[config.mk]
export PLATFORM = sky130hd
export DESIGN_NAME = seg_scan
export DESIGN_NICKNAME = d
export VERILOG_FILES = /design/src/rtl/seg_scan.sv
export SDC_FILE = /design/constraint.sdc
export NUM_CORES = 1
export LEC_CHECK = 0
export ABC_CLOCK_PERIOD_IN_PS = 2200
export CAP_MARGIN = 20
export CELL_PAD_IN_SITES_DETAIL_PLACEMENT = 1
export CELL_PAD_IN_SITES_GLOBAL_PLACEMENT = 1
export CORE_MARGIN = 2
export CORE_UTILIZATION = 39
export CTS_CLUSTER_SIZE = 30
export DETAILED_ROUTE_END_ITERATION = 6
export PLACE_DENSITY_LB_ADDON = 0.1
export SLEW_MARGIN = 30
export SYNTH_ARGS = -nofsm -noshare
export SYNTH_HDL_FRONTEND = slang
export SYNTH_SLANG_ARGS = --single-unit
[constraint.sdc]
create_clock -name clk -period 2.2 [get_ports clk]
set_input_delay 0.44 -clock clk [delete_from_list [all_inputs] [get_ports clk]]
set_output_delay 0.44 -clock clk [all_outputs]
set_load 0.01 [all_outputs]
[src/rtl/seg_scan.sv]
// seg_scan: four-digit multiplexed seven-segment scanner.
// Each rising edge of the slow scan_tick advances one digit. A blanking gap
// separates consecutive digits. The displayed value is captured once per frame,
// when digit 0 is shown, so that mid-frame input changes never tear the display.
// All outputs are registered and active-low.
module seg_scan #(
  parameter int BLANK_CYCLES = 16
) (
  input  logic        clk,
  input  logic        rst,
  input  logic        scan_tick,
  input  logic [15:0] value,
  input  logic [3:0]  dp_in,
  input  logic [3:0]  digit_en,
  output logic [3:0]  an,
  output logic [6:0]  seg,
  output logic        dp,
  output logic        frame_start
);

  typedef enum logic {
    ST_BLANK = 1'b0,
    ST_SHOW  = 1'b1
  } state_t;

  localparam logic [7:0] BCNT_LOAD = 8'(BLANK_CYCLES - 1);

  // Hex digit to active-low cathodes {g,f,e,d,c,b,a}.
  function automatic logic [6:0] hex_decode(input logic [3:0] nib);
    case (nib)
      4'h0: hex_decode = 7'h40;
      4'h1: hex_decode = 7'h79;
      4'h2: hex_decode = 7'h24;
      4'h3: hex_decode = 7'h30;
      4'h4: hex_decode = 7'h19;
      4'h5: hex_decode = 7'h12;
      4'h6: hex_decode = 7'h02;
      4'h7: hex_decode = 7'h78;
      4'h8: hex_decode = 7'h00;
      4'h9: hex_decode = 7'h10;
      4'hA: hex_decode = 7'h08;
      4'hB: hex_decode = 7'h03;
      4'hC: hex_decode = 7'h46;
      4'hD: hex_decode = 7'h21;
      4'hE: hex_decode = 7'h06;
      default: hex_decode = 7'h0E;
    endcase
  endfunction

  state_t      state_q, state_d;
  logic        s1_q, s1_d, s2_q, s2_d, d_q, d_d;
  logic [1:0]  idx_q, idx_d;
  logic [7:0]  bcnt_q, bcnt_d;
  logic [15:0] snap_val_q, snap_val_d;
  logic [3:0]  snap_dp_q, snap_dp_d;
  logic [3:0]  snap_en_q, snap_en_d;
  logic [3:0]  an_q, an_d;
  logic [6:0]  seg_q, seg_d;
  logic        dp_q, dp_d;
  logic        fs_q, fs_d;

  logic        tick_edge;
  logic [15:0] src_val;
  logic [3:0]  src_dp;
  logic [3:0]  src_en;

  assign tick_edge = s2_q & ~d_q;

  // Next-state, datapath and output decode.
  // NOTE: every signal gets a default at the top so no path leaves it unassigned (no latches).
  always_comb begin
    s1_d       = scan_tick;
    s2_d       = s1_q;
    d_d        = s2_q;
    state_d    = state_q;
    idx_d      = idx_q;
    bcnt_d     = bcnt_q;
    snap_val_d = snap_val_q;
    snap_dp_d  = snap_dp_q;
    snap_en_d  = snap_en_q;
    an_d       = an_q;
    seg_d      = seg_q;
    dp_d       = dp_q;
    fs_d       = 1'b0;

    // Digit 0 shows the live inputs it captures; later digits use the snapshot.
    src_val = (idx_q == 2'd0) ? value    : snap_val_q;
    src_dp  = (idx_q == 2'd0) ? dp_in    : snap_dp_q;
    src_en  = (idx_q == 2'd0) ? digit_en : snap_en_q;

    case (state_q)
      ST_BLANK: begin
        an_d  = 4'hF;
        seg_d = 7'h7F;
        dp_d  = 1'b1;
        if (bcnt_q != 8'd0) begin
          bcnt_d = bcnt_q - 8'd1;
        end else begin
          state_d = ST_SHOW;
          an_d    = src_en[idx_q] ? ~(4'b0001 << idx_q) : 4'hF;
          seg_d   = hex_decode(src_val[{idx_q, 2'b00} +: 4]);
          dp_d    = ~src_dp[idx_q];
          if (idx_q == 2'd0) begin
            snap_val_d = value;
            snap_dp_d  = dp_in;
            snap_en_d  = digit_en;
            fs_d       = 1'b1;
          end
        end
      end
      default: begin // ST_SHOW: hold until the next scan edge
        if (tick_edge) begin
          state_d = ST_BLANK;
          an_d    = 4'hF;
          seg_d   = 7'h7F;
          dp_d    = 1'b1;
          idx_d   = idx_q + 2'd1;
          bcnt_d  = BCNT_LOAD;
        end
      end
    endcase
  end

  // State, synchronizer, datapath and output registers.
  // NOTE: sequential state uses non-blocking assignments so all flops update together.
  // NOTE: the snapshot registers are plain flops with a defined reset value, not a memory.
  always_ff @(posedge clk or negedge rst) begin
    if (!rst) begin
      state_q    <= ST_BLANK;
      s1_q       <= 1'b0;
      s2_q       <= 1'b0;
      d_q        <= 1'b0;
      idx_q      <= 2'd0;
      bcnt_q     <= BCNT_LOAD;
      snap_val_q <= 16'h0000;
      snap_dp_q  <= 4'h0;
      snap_en_q  <= 4'h0;
      an_q       <= 4'hF;
      seg_q      <= 7'h7F;
      dp_q       <= 1'b1;
      fs_q       <= 1'b0;
    end else begin
      state_q    <= state_d;
      s1_q       <= s1_d;
      s2_q       <= s2_d;
      d_q        <= d_d;
      idx_q      <= idx_d;
      bcnt_q     <= bcnt_d;
      snap_val_q <= snap_val_d;
      snap_dp_q  <= snap_dp_d;
      snap_en_q  <= snap_en_d;
      an_q       <= an_d;
      seg_q      <= seg_d;
      dp_q       <= dp_d;
      fs_q       <= fs_d;
    end
  end

  assign an          = an_q;
  assign seg         = seg_q;
  assign dp          = dp_q;
  assign frame_start = fs_q;

endmodule
==> results of run 1 <==
layout make-up:
type	instances	share of cell area (%)
Inverter	9	1.103
Clock buffer	6	1.939
Timing Repair Buffer	81	20.96
Tap cell	80	2.675
Clock inverter	2	0.4346
Sequential cell	51	34.67
Multi-Input combinational cell	144	38.21
power by group through the flow:
stage	clock network (µW)	registers [µW]	logic, µW
global placement	0	1520	2670
global route	607	1590	3940
finish	557	1550	3650
detailed placement	0	1540	2770
floorplan	0	1480	1950
CTS	580	1530	3230
sequential cells by signal (all words and copies together), names as in the netlist:
register / count
snap_val_q: 16
s1_q: 1
snap_en_q: 4
frame_start: 1
state_q: 1
dp: 1
bcnt_q: 8
d_q: 1
seg: 7
idx_q: 2
d_d: 1
snap_dp_q: 4
an: 4
final timing paths:
path	depth (start not counted)	endpoint	from
hold / removal	1	snap_val_q[1]	rst
max in group asynchronous	2	an[1]	rst
min in group clk	0	d_d	s1_q
setup reg to reg	9	seg[0]	idx_q[0]
setup / recovery	9	seg[0]	idx_q[0]
hold reg to reg	0	d_d	s1_q
cells in the final DEF, fill, tap and decap left out, types with 5 or more instances in the layout:
cell             netlist  final
dfstp_2               16     16
clkbuf_8               0      5
clkdlybuf4s50_1        0     38
mux2i_4                1      6
mux2_2                21     20
dfrtp_1               35     34
nand2_1               13     12
buf_4                  0     29
xor2_1                 6      6
inv_1                  8      6
nor2_1                21     21
buf_6                  5      9
mux4_2                 9     12
o21ai_0                7      6
ha_1                  11      6
stage by stage:
stage / utilization (%) / setup TNS [ns] / instances / setup slack (ns) / hold WS (ns)
2_1_floorplan: - / -0.2367 / 215 / -0.06775 / 0.1444
3_3_place_gp: 49.81 / -2.075 / 349 / -0.3400 / 0.3339
3_5_place_dp: 49.81 / -2.463 / 349 / -0.4122 / 0.3363
4_1_cts: 53.44 / -0.07047 / 367 / -0.02700 / 0.1367
5_1_grt: 55.39 / -0.8381 / 373 / -0.1605 / 0.1567
6_report: 55.39 / -0.1611 / 373 / -0.06030 / 0.1295
kinds of logic (layout without fill, tap and decap cells):
family,Yosys count,after routing,share of synthesized area (%)
and+or+nand+nor,55,55,9.912
DFF,51,51,47.99
buffers and inverters,21,98,4.956
adders and majority gates,11,11,5.095
AOI/OAI and AO/OA,25,25,6.299
xor gates and xnor gates,8,8,2.594
muxes,44,45,23.16
timing repair:
item,CTS,global route
resized for setup,17,19
hold buffers,0,0
setup endpoints to repair,6,10
setup buffers,9,6
gates cloned,1,0
pin swaps,3,8
layer usage:
metal,routed length [µm],vias up
li1,-,921
met1,2961,990
met2,3549,37
met3,212,9
met4,108,0
met5,0,-
critical path: cells and delay by family (launching register included):
family                   cells  cell delay, ns
AO/OA/AOI/OAI                2            0.42
adder cells (fa/ha/maj)      1            0.24
buffers and inverters        3            0.35
flip-flops                   1            0.45
multiplexers                 2            0.68
AND/OR/NAND/NOR              1            0.04
==> results.txt, run 1 <==
The flow ran to the end, but the final reports show violations. The checks that failed: negative setup slack. The logs give 0.0006510 V for the peak ir drop on the vdd network and 0.8511 for the global placer's final weighted congestion.

The logs give 0 for the number of pins with negative max-slew slack in the final report and 7608 µm² for the total die area. For the count of routing violations after the opening detailed-route iteration, the log shows 88. Traced cell by cell, the critical path runs through buf_6 -> inv_4 -> ha_4 -> mux2i_4 -> mux4_2 -> buf_4 -> nor3b_2 -> a211o_1 -> a21oi_2. The cell area that synthesis handed to floorplanning was 2701 µm². The run gives -0.06 ns as the slack of the worst reg-to-reg path.

The root buffer cell chosen for the clock tree is clkbuf_8. The via count of the first global-routing pass is 2,064. The layout filler cell count was 695; the area inside the core boundary was 6756 µm².

The final critical path takes up 102.7% of the cycle. After clock tree synthesis, the clock-pin slew on the worst setup and hold paths is 0.10 ns. The tools report the final worst slack as -0.06030 ns. On the worst path, the slowest cell contributes a delay of 0.45 ns. Once the floorplan was initialized, standard cells occupied 39.98% of the core. Yosys instantiated no cell more often than dfrtp_1. Registers are responsible for 26.9% of the overall power. The tools report the met1 track demand over resource in global routing as 23.79%. Setup violations remaining at the end of the flow were counted as 5. The synthesized flop and latch total is 51, and the count of inserted antenna diode cells is 0. In the final layout, the share of cells above drive strength 1 is 42.66%. For the data required time at the worst endpoint, the log shows 2.44 ns.

TritonCTS built the clock tree. The clock tree synthesis step divided the H-tree into 2 levels. The logs give 29 for the pin count of the biggest net entering global routing and 330 for the number of nets in the layout. The worst pin sits at a relative slew slack of 52.30%. The cell internal power dissipation was 3582 µW; the number of buffer cells added on primary ports was 39. The post-synthesis async set-or-reset flop share came out at 100.0%. The part of the Yosys area used for sequential elements is 47.99%, and the average wire per cell in the routed design is 18.32 µm.

The synthesized design contains 0 enable-type register cells. Of all cell types, the one taking the most synthesized area is dfrtp_1. The logs give 1,957 for the detailed-route via count and 442.4 MHz for the highest clock rate. Of the total power, the share spent switching nets is 37.77%. The fraction of synthesized cell area taken by the top area cell type is 32.42%. The net switching power was 2173 µW.

The run gives 19.29% as the total routing resource utilization after global routing. For this run, global-route usage on met3 was measured as 3.507%. Once detail routing completed, the nets flagged for antenna violations numbered 0.

The detailed-route DRC error count came out at 0. The run gives 6832 µm as the total wire length after detailed routing. Ranked by total cell area, the synthesized netlist is headed by dfrtp_1, dfstp_2, mux2_2. The final instance area came out at 3742 µm². The slowest stage of the critical path belongs to the cell dfrtp_2. The run gives 63.4% as the combinational power share. Yosys printed 0 warnings.

The shortest period the worst path allows is 2.260 ns. Path type of the worst min-delay path: primary input to asynchronous set/reset pin. The number of nets handed over by synthesis was 253.

Summed over all nets, the half-perimeter wirelength after detailed placement is 4731 µm. The critical path is of the register to register type. At the pin with the least slew margin, the transition time is 0.7108 ns. For this design the top-level I/O count stands at 40. From synthesis to final layout, the design area changed by 38.54%. STA classifies the critical path endpoint as a register.

The first detailed-routing pass ran for 4 iterations. For the sequential cell area, the log shows 1297 µm². Averaged over all synthesized cells, the footprint is 12.56 µm². The number of buffers created by CTS is 5. The global routing stage identified its most utilized layer as met2. From bottom edge to top edge, the die measures 87.23 µm.

The power density of the placed cells came out at 1538 nW/µm². In this run the static leakage power is 0.001543 µW. The initialized floorplan defines 30 standard-cell rows.

On the final layout, the worst clock skew is 0.005777 ns. For this run, the leading register cell type out of synthesis is dfrtp_1. The clock network fraction of total power is 9.7%, and the wire length of the first global-routing pass is 10,850 µm.

The run gives 0.30 ns as the insertion delay of the later-clocked pin in the worst-skew pair. The worst setup path is launched from a register. Overall die width: 87.23 µm. The maximum fanout along the worst path is 6, and the max-cap violation count is 0.

For the initial antenna violation count, the log shows 0. Global routing finished with a remaining overflow of 0. The final number of hold-violating endpoints came out at 0.

The placed instances occupy a cell area of 3366 µm². The global routing met2 resource utilization came out at 33.93%. Setup repair after global routing could not meet its margin everywhere. The tree built by TritonCTS fans out to 51 sinks. Summing internal, switching and leakage power gives 5755 µW.

The count of cell types in the netlist came out at 40. Post-synthesis cell count: 215. The commonest cells after synthesis are dfrtp_1, mux2_2, nor2_1, dfstp_2, nand2_1. In the final layout, the multi-input gates occupy 1430 µm². After detailed routing, the number of vias per cell comes to 5.247. No sink is reached through more buffers than the 2 on the longest clock path.

Data arrives at the worst endpoint at 2.50 ns.
Note: power is estimated with default switching activity, not from simulation.
==> run 2: changes to the inputs <==
GPL_ROUTABILITY_DRIVEN = 0   (was default)
==> results of run 2 <==
The final DEF is identical to that of run 1; final timing and power are the same.
==> run 3: changes to the inputs <==
RECOVER_POWER = 100   (was default)
==> run 3 against run 2 <==
Against the previous run:
- the run still ends with negative setup slack left
- critical path depth did not move
- first-iteration DRC count decreased by 9.1%
- sequential share of layout area up 0.22 points
- power is essentially flat
- setup slack worse by 0.0012 ns
- sequential power barely moved
- flip-flop and latch count unchanged
- via count grew 0.56%
- non-clock buffer count unchanged
==> results.txt, run 3 (same netlist as run 1, synthesis figures left out) <==
For this run, the total global-route usage over all layers was measured as 19.29%. The instance count along the most critical hold path came out at 0. The power density of the placed cells is 1546 nW/µm².

In this run the horizontal extent of the chip is 87.23 µm. For this run, the post-layout net count is 330. Clock tree root driver cell: clkbuf_8. The power consumption is 5751 µW.

The run gives 80 as the count of routing violations after the opening detailed-route iteration. Headroom to the max-slew limit came out at 10.60%. The flow ran to the end, but the final reports show violations. The area inside the core boundary came out at 6756 µm².

Of the available clock period, the critical path in the final layout requires 102.8%. Subtracting the final worst setup slack from the clock period gives 2.261 ns. The peak ir drop on the vdd network came out at 0.0006513 V. The number of pins with negative max-slew slack in the final report was 0. In this run the critical register-to-register path is captured at seg[0]. The iteration count of the initial detailed-routing pass is 4, and the fraction of layout cells with a size suffix above 1 is 41.64%. The deepest clock path buffer count was 2; the placement-stage worst setup slack was -0.4122 ns. Via count of the first global-routing pass: 2,064. For hold timing, the worst endpoint is d_d.

TritonCTS built the clock tree. The number of buffer cells added on primary ports came out at 39. The final number of hold-violating endpoints came out at 0.

The worst hold path belongs to the class register to register. STA classifies the critical path startpoint as a register. Layout overhead on the synthesized area: 37.66%. Counting cells, the worst reg-to-reg path comes to 9.

The critical path is of the register to register type. The most common cell after layout, fill and taps aside was clkdlybuf4s50_1. Timing would allow up to 442.2 MHz. Setup violations remaining at the end of the flow were counted as 5. In this run the core area contains 30 standard-cell rows. At the pin with the least slew margin, the transition time is 1.341 ns. After detailed routing, the average wire length per cell comes to 18.32 µm. The final route contains 1,968 vias. Count of pins on the block boundary: 40. The final reports fail on negative setup slack. The run gives 0.30 ns as the insertion delay of the later-clocked pin in the worst-skew pair. The static leakage power is 0.001532 µW. The most flop-heavy register was snap_val_q.

The register with the most flip-flops in the layout has 16 of them. The origin of the worst min-delay path was s1_q. The pin count of the biggest net entering global routing came out at 29. The startpoint identified for the worst register-to-register timing path is idx_q[0]. The tool flagged a number of max-cap violations equal to 0. In the routed layout, each cell is associated on average with a via count of 5.276. The kind of end point of the critical path was a register.

The detailed-route DRC error count came out at 0. The die covers 7608 µm². The maximum fanout along the worst path is 6. For this design, the sink count on the clock tree is 51. The first global-routing pass estimated 10,850 µm of wire.

Global routing finished with a remaining overflow of 0. The final worst slack was -0.06148 ns. The H-tree depth was 2. Fill cells in the final layout number 699. On the final layout, the worst clock skew is 0.006304 ns. In the layout the commonest cells are clkdlybuf4s50_1, dfrtp_1, buf_4. The count of inserted antenna diode cells is 0, and the height of the chip is 87.23 µm. For the data required time at the worst endpoint, the log shows 2.44 ns.

For the worst setup path, the data arrival time is 2.50 ns. Hold timing on the final database bottoms out at a slack of 0.3581 ns. The HPWL reported at the end of detailed placement is 4731 µm. In this run, CTS created clock tree buffers numbering 5. Across all register-to-register paths, the minimum setup slack is -0.06 ns.

The clock transition at the registers of the reported paths is 0.10 ns, and the initial antenna violation count is 0. The final layout contains routed wiring with a total length of 6833 µm. Setup repair after global routing could not meet its margin everywhere.

Once the floorplan was initialized, standard cells occupied 39.98% of the core. For the number of routed nets with antenna violations, the log shows 0.
run 3: cell types whose count changed in the layout (fill, tap and decap cells not counted), sizes merged:
cell           delta
clkbuf            +4
clkdlybuf4s50     -2
buf               -4
dlygate4sd3       +2
run 3: final cells by class:
type                    instances  area, µm²  area share, %
inverters                       9      41.29          1.110
clock inverters                 2      16.27         0.4374
flip-flops and latches         51       1297          34.89
multi-input cells             144       1430          38.46
clock buffers                   6      72.57          1.952
repair buffers                 81      760.7          20.46
well taps                      80      100.1          2.692
run 3: report_power, final:
| group | internal (µW) | switching, µW |
|---|---|---|
| Sequential | 1310 | 236 |
| Clock | 229 | 328 |
| Combinational | 2030 | 1610 |
| Total | 3580 | 2180 |
run 3: worst max-delay path by stage:
stage | from | end | slack (ns) | cells past startpoint
CTS | idx_q[0] | seg[1] | -0.03 | 8
floorplan | idx_q[0] | seg[0] | -0.07 | 10
global placement | value[5] | seg[1] | -0.34 | 8
detailed placement | value[4] | seg[1] | -0.41 | 8
global route | idx_q[0] | seg[0] | -0.16 | 10
finish | idx_q[0] | seg[0] | -0.06 | 9
run 3: what timing repair did:
action | CTS | global route
endpoints found under the setup margin | 6 | 10
pin swaps | 3 | 8
setup buffers | 9 | 6
resized for setup | 17 | 19
hold buffers | 0 | 0
gates cloned | 1 | 0
run 3: routing by layer:
metal,global-route usage (%),up-vias,wire length [µm]
met5,0,-,0
met1,23.79,1001,2965
met3,3.507,9,200
li1,-,921,-
met4,6.713,0,108
met2,33.93,37,3559
run 3: worst max-delay path, stage by stage (launching register included):
cell     delay, ns
dfrtp_2       0.45
buf_6         0.15
inv_4         0.05
ha_4          0.24
mux2i_4       0.31
mux4_2        0.37
buf_4         0.16
nor3b_2       0.04
a211o_1       0.29
a21oi_2       0.13
run 3: per-stage QoR:
stage               util, %  std cells  TNS (ns)  instance area [µm²]
finish                55.04        373   -0.1688                 3719
floorplan                 -        215   -0.2367                 2728
detailed placement    49.81        349    -2.463                 3366
CTS                   53.44        367  -0.07047                 3611
global placement      49.81        349    -2.075                 3366
global route          55.04        373   -0.8381                 3719
==> patch 1 (flow settings as in run 2) <==
Set the parameter `BLANK_CYCLES` to 12 (it was 16).
--- a/src/rtl/seg_scan.sv
+++ b/src/rtl/seg_scan.sv
@@ -4,7 +4,7 @@
 // when digit 0 is shown, so that mid-frame input changes never tear the display.
 // All outputs are registered and active-low.
 module seg_scan #(
-  parameter int BLANK_CYCLES = 16
+  parameter int BLANK_CYCLES = 12
 ) (
   input  logic        clk,
   input  logic        rst,
Check against the original RTL: no difference found for any inputs over 10 cycles, from zero or initial values and one cycle with rst low; that may be too few to reach the edited logic, so the function may still have changed.
==> patch 1 against run 2 <==
  * The run still ends with setup timing left
  * Highest routed layer unchanged
  * Sequential cell count did not move
  * Synthesized area is 0.28% lower
  * Via count is 1.5% lower
  * Routed wire length down 14%
  * Power is 5.5% lower
  * Worst setup slack gained 60 ps
  * Design area decreased by 3.3%
  * Critical path type is now input port to flop
  * Hold slack worse by 68 ps
  * Count of clock-buffer cells in the layout up 1
  * Largest cell class unchanged
==> patch 1: results (changes against run 2) <==
* Status: finished, violations left (unchanged)
* Failing checks: setup timing (unchanged)
* Initial DRC Count at 41 (was 88)
* Largest net degree at the start of global routing at 22 (was 29)
* Layout cells sized above 1 at 32.2% (was 42.7%)
* Final Setup Violations at 1 (was 5)
* Met2 usage at 27.6% (was 33.9%)
* Sum Neg Setup Slack at -0.0735 ps (was -161 ps)
* Synth Area in Adders at 5.11% (was 5.09%)
* Worst Path Max Fanout at 4 (was 6)
* Via density at 5.27 (was 5.25)
* Final WS setup at -0.0735 ps (was -60.3 ps)
* Crit path largest cell delay at 510 ps (was 450 ps)
* Met1 wire length at 2760 um (was 2960 um)
* Clk_skew at 9.14 ps (was 5.78 ps)
* Highest-delay cell along the critical path: mux4_2 (was dfrtp_2)
* Synth Area in Compound Gates at 6.32% (was 6.30%)
* Detail Route met2 WL at 2910 um (was 3550 um)
* Non-Filler Instances at 366 (was 373)
* CP Launch Point: value[12] (was idx_q[0])
* Layout overhead on the synthesized area at 34.3% (was 38.5%)
* DP Wirelength at 4250 um (was 4730 um)
* Worst hold slack at 61.4 ps (was 129 ps)
* M1 GR Usage at 23.1% (was 23.8%)
* Mux share of post-synthesis cell area at 23.9% (was 23.2%)
patch 1: cell types whose count changed after synthesis, sizes merged:
cell | before | now
nand2 | 13 | 11
dfrtp | 35 | 36
inv | 8 | 9
clkinv | 1 | 0
nand2b | 0 | 1
nand3b | 1 | 0
dfstp | 16 | 15
nor2 | 21 | 22
patch 1: where the power goes:
| part | switching, uW | total, uW | internal (uW) | leakage (uW) |
|---|---|---|---|---|
| Sequential | 234 | 1550 | 1310 | 0.000585 |
| Clock | 316 | 574 | 259 | 0.0000484 |
| Combinational | 1480 | 3320 | 1840 | 0.000888 |
| Total | 2030 | 5440 | 3410 | 0.00152 |
patch 1: cell type report:
type	instances	area share [%]
multi-input cells	142	37.9
flip-flops and latches	51	35.9
repair buffers	76	19.6
well taps	80	2.77
clock buffers	7	2.39
inverters	9	1.21
clock inverters	1	0.242
patch 1: what timing repair did:
action,CTS,global route
resized for setup,11,19
setup endpoints to repair,7,7
hold buffers,0,0
pin swaps,0,6
setup buffers,5,8
==> patch 2 (settings of run 2) <==
Without the edit above. `snap_val_q` no longer has a reset.
--- a/src/rtl/seg_scan.sv
+++ b/src/rtl/seg_scan.sv
@@ -132,7 +132,6 @@
       d_q        <= 1'b0;
       idx_q      <= 2'd0;
       bcnt_q     <= BCNT_LOAD;
-      snap_val_q <= 16'h0000;
       snap_dp_q  <= 4'h0;
       snap_en_q  <= 4'h0;
       an_q       <= 4'hF;
@@ -146,7 +145,6 @@
       d_q        <= d_d;
       idx_q      <= idx_d;
       bcnt_q     <= bcnt_d;
-      snap_val_q <= snap_val_d;
       snap_dp_q  <= snap_dp_d;
       snap_en_q  <= snap_en_d;
       an_q       <= an_d;
@@ -156,6 +154,10 @@
     end
   end
 
+  always_ff @(posedge clk) begin
+    snap_val_q <= snap_val_d;
+  end
+
   assign an          = an_q;
   assign seg         = seg_q;
   assign dp          = dp_q;
Check against the original RTL: same outputs for any inputs over 10 cycles, from zero or initial values and one cycle with rst low; that may be too few to reach the edited logic, so the function may still have changed.
==> patch 2 against run 2 <==
  * The flow still finishes with violations (setup timing)
  * Worst setup slack worse by 130 ps
  * Synthesized area up 0.56%
  * Routed wire length down 12%
  * Sequential cell count unchanged
  * Power down 15%
  * First-iteration DRC count down 47%
  * Design area down 2.6%
  * Maximum frequency down 5.4%
  * Critical path type unchanged
==> patch 2: results (changes against run 2) <==
* M1 GR Usage at 23.8% (about the same)
* Synth Area in Adders at 5.07% (was 5.09%)
* Highest-delay cell along the critical path: mux4_2 (was dfrtp_2)
* Buffering overhead at 18.7% (was 21.0%)
* Aggregate global-route resource usage at 17.6% (was 19.3%)
* Sequential-to-total area share from yosys stat at 50.7% (was 48.0%)
* Post-CTS Setup Bufs at 5 (was 9)
* Layout cells sized above 1 at 39.2% (was 42.7%)
* Clock-cell share at 2.61% (was 2.37%)
* Failing checks: setup timing (unchanged)
* Met2 usage at 29.1% (was 33.9%)
* Via density at 5.32 (was 5.25)
* Synth cell count leaders: mux2_2 (22), dfrtp_1 (19), dfstp_2 (16), edfxtp_1 (16), nand2_1 (15) (was dfrtp_1 (35), mux2_2 (21), nor2_1 (21))
* Status: finished, violations left (unchanged)
* Final WS setup at -189 ps (was -60.3 ps)
* Fraction of synthesis flops using an asynchronous set or reset pin at 68.6% (was 100%)
* Met1 wire length at 2830 um (was 2960 um)
* Worst hold path class: flop to flop (was input port to asynchronous set/reset pin)
* Top cells by area, synth: edfxtp_1 (18%), dfrtp_1 (18%), dfstp_2 (15%) (was dfrtp_1 (32%), dfstp_2 (16%), mux2_2 (8.8%))
* DP Area at 0.00342 sq mm (was 0.00337 sq mm)
* Die Wd at 87.5 um (was 87.2 um)
* DP Wirelength at 4270 um (was 4730 um)
* Synth Area in XOR/XNOR at 2.26% (was 2.59%)
* Nets at 315 (was 330)
* Fillers at 701 (was 695)
* Largest net degree at the start of global routing at 36 (was 29)
* CLK BUF at 7 (was 6)
* Number of distinct library cells after synthesis at 44 (was 40)
* Synth Area in Compound Gates at 7.14% (was 6.30%)
* VDD IR max at 0.000479 V (was 0.000651 V)
* Pleak at 0.00142 uW (was 0.00154 uW)
* Non-clk invs at 10 (was 9)
* Detail Route met2 WL at 2980 um (was 3550 um)
* Vias in the first global route at 2041 (was 2064)
* CP arrival at 2620 ps (was 2500 ps)
* Fraction of area in multi-input gates at 36.7% (was 38.2%)
* Crit path largest cell delay at 530 ps (was 450 ps)
* Power Internal at 3150 uW (was 3580 uW)
* Initial DRC Count at 47 (was 88)
* Fin area at 0.00364 sq mm (was 0.00374 sq mm)
* Mux share of post-synthesis cell area at 23.9% (was 23.2%)
* Clock share of power at 11.6% (was 9.7%)
* DR WL met3 at 160 um (was 212 um)
* Final Setup Violations at 7 (was 5)
[patch 2: cell count changes after synthesis, sizes merged, moves of 3 or more]
| cell | run 2 | this run |
|---|---|---|
| o21ai | 7 | 4 |
| mux2 | 22 | 26 |
| a21oi | 7 | 10 |
| nor3 | 6 | 2 |
| edfxtp | 0 | 16 |
| mux2i | 11 | 7 |
| nor2 | 21 | 14 |
| dfrtp | 35 | 19 |
| a31oi | 0 | 4 |
[patch 2: worst max-delay path by stage]
stage                         start     end  slack [ps]  cells past startpoint
after CTS                  idx_q[0]  seg[2]        -160                      9
after global routing       idx_q[0]  seg[3]        -310                     11
final                      idx_q[0]  seg[2]        -190                      9
after detailed placement   value[1]  seg[3]        -260                      9
after floorplan            idx_q[0]  seg[3]        -350                     11
after global placement    value[12]  seg[2]        -220                      7
[patch 2: through the flow]
step           hold slack [ps]  instances
2_1_floorplan              144        208
3_3_place_gp               334        345
3_5_place_dp               336        345
4_1_cts                    358        358
5_1_grt                    365        358
6_report                   357        358
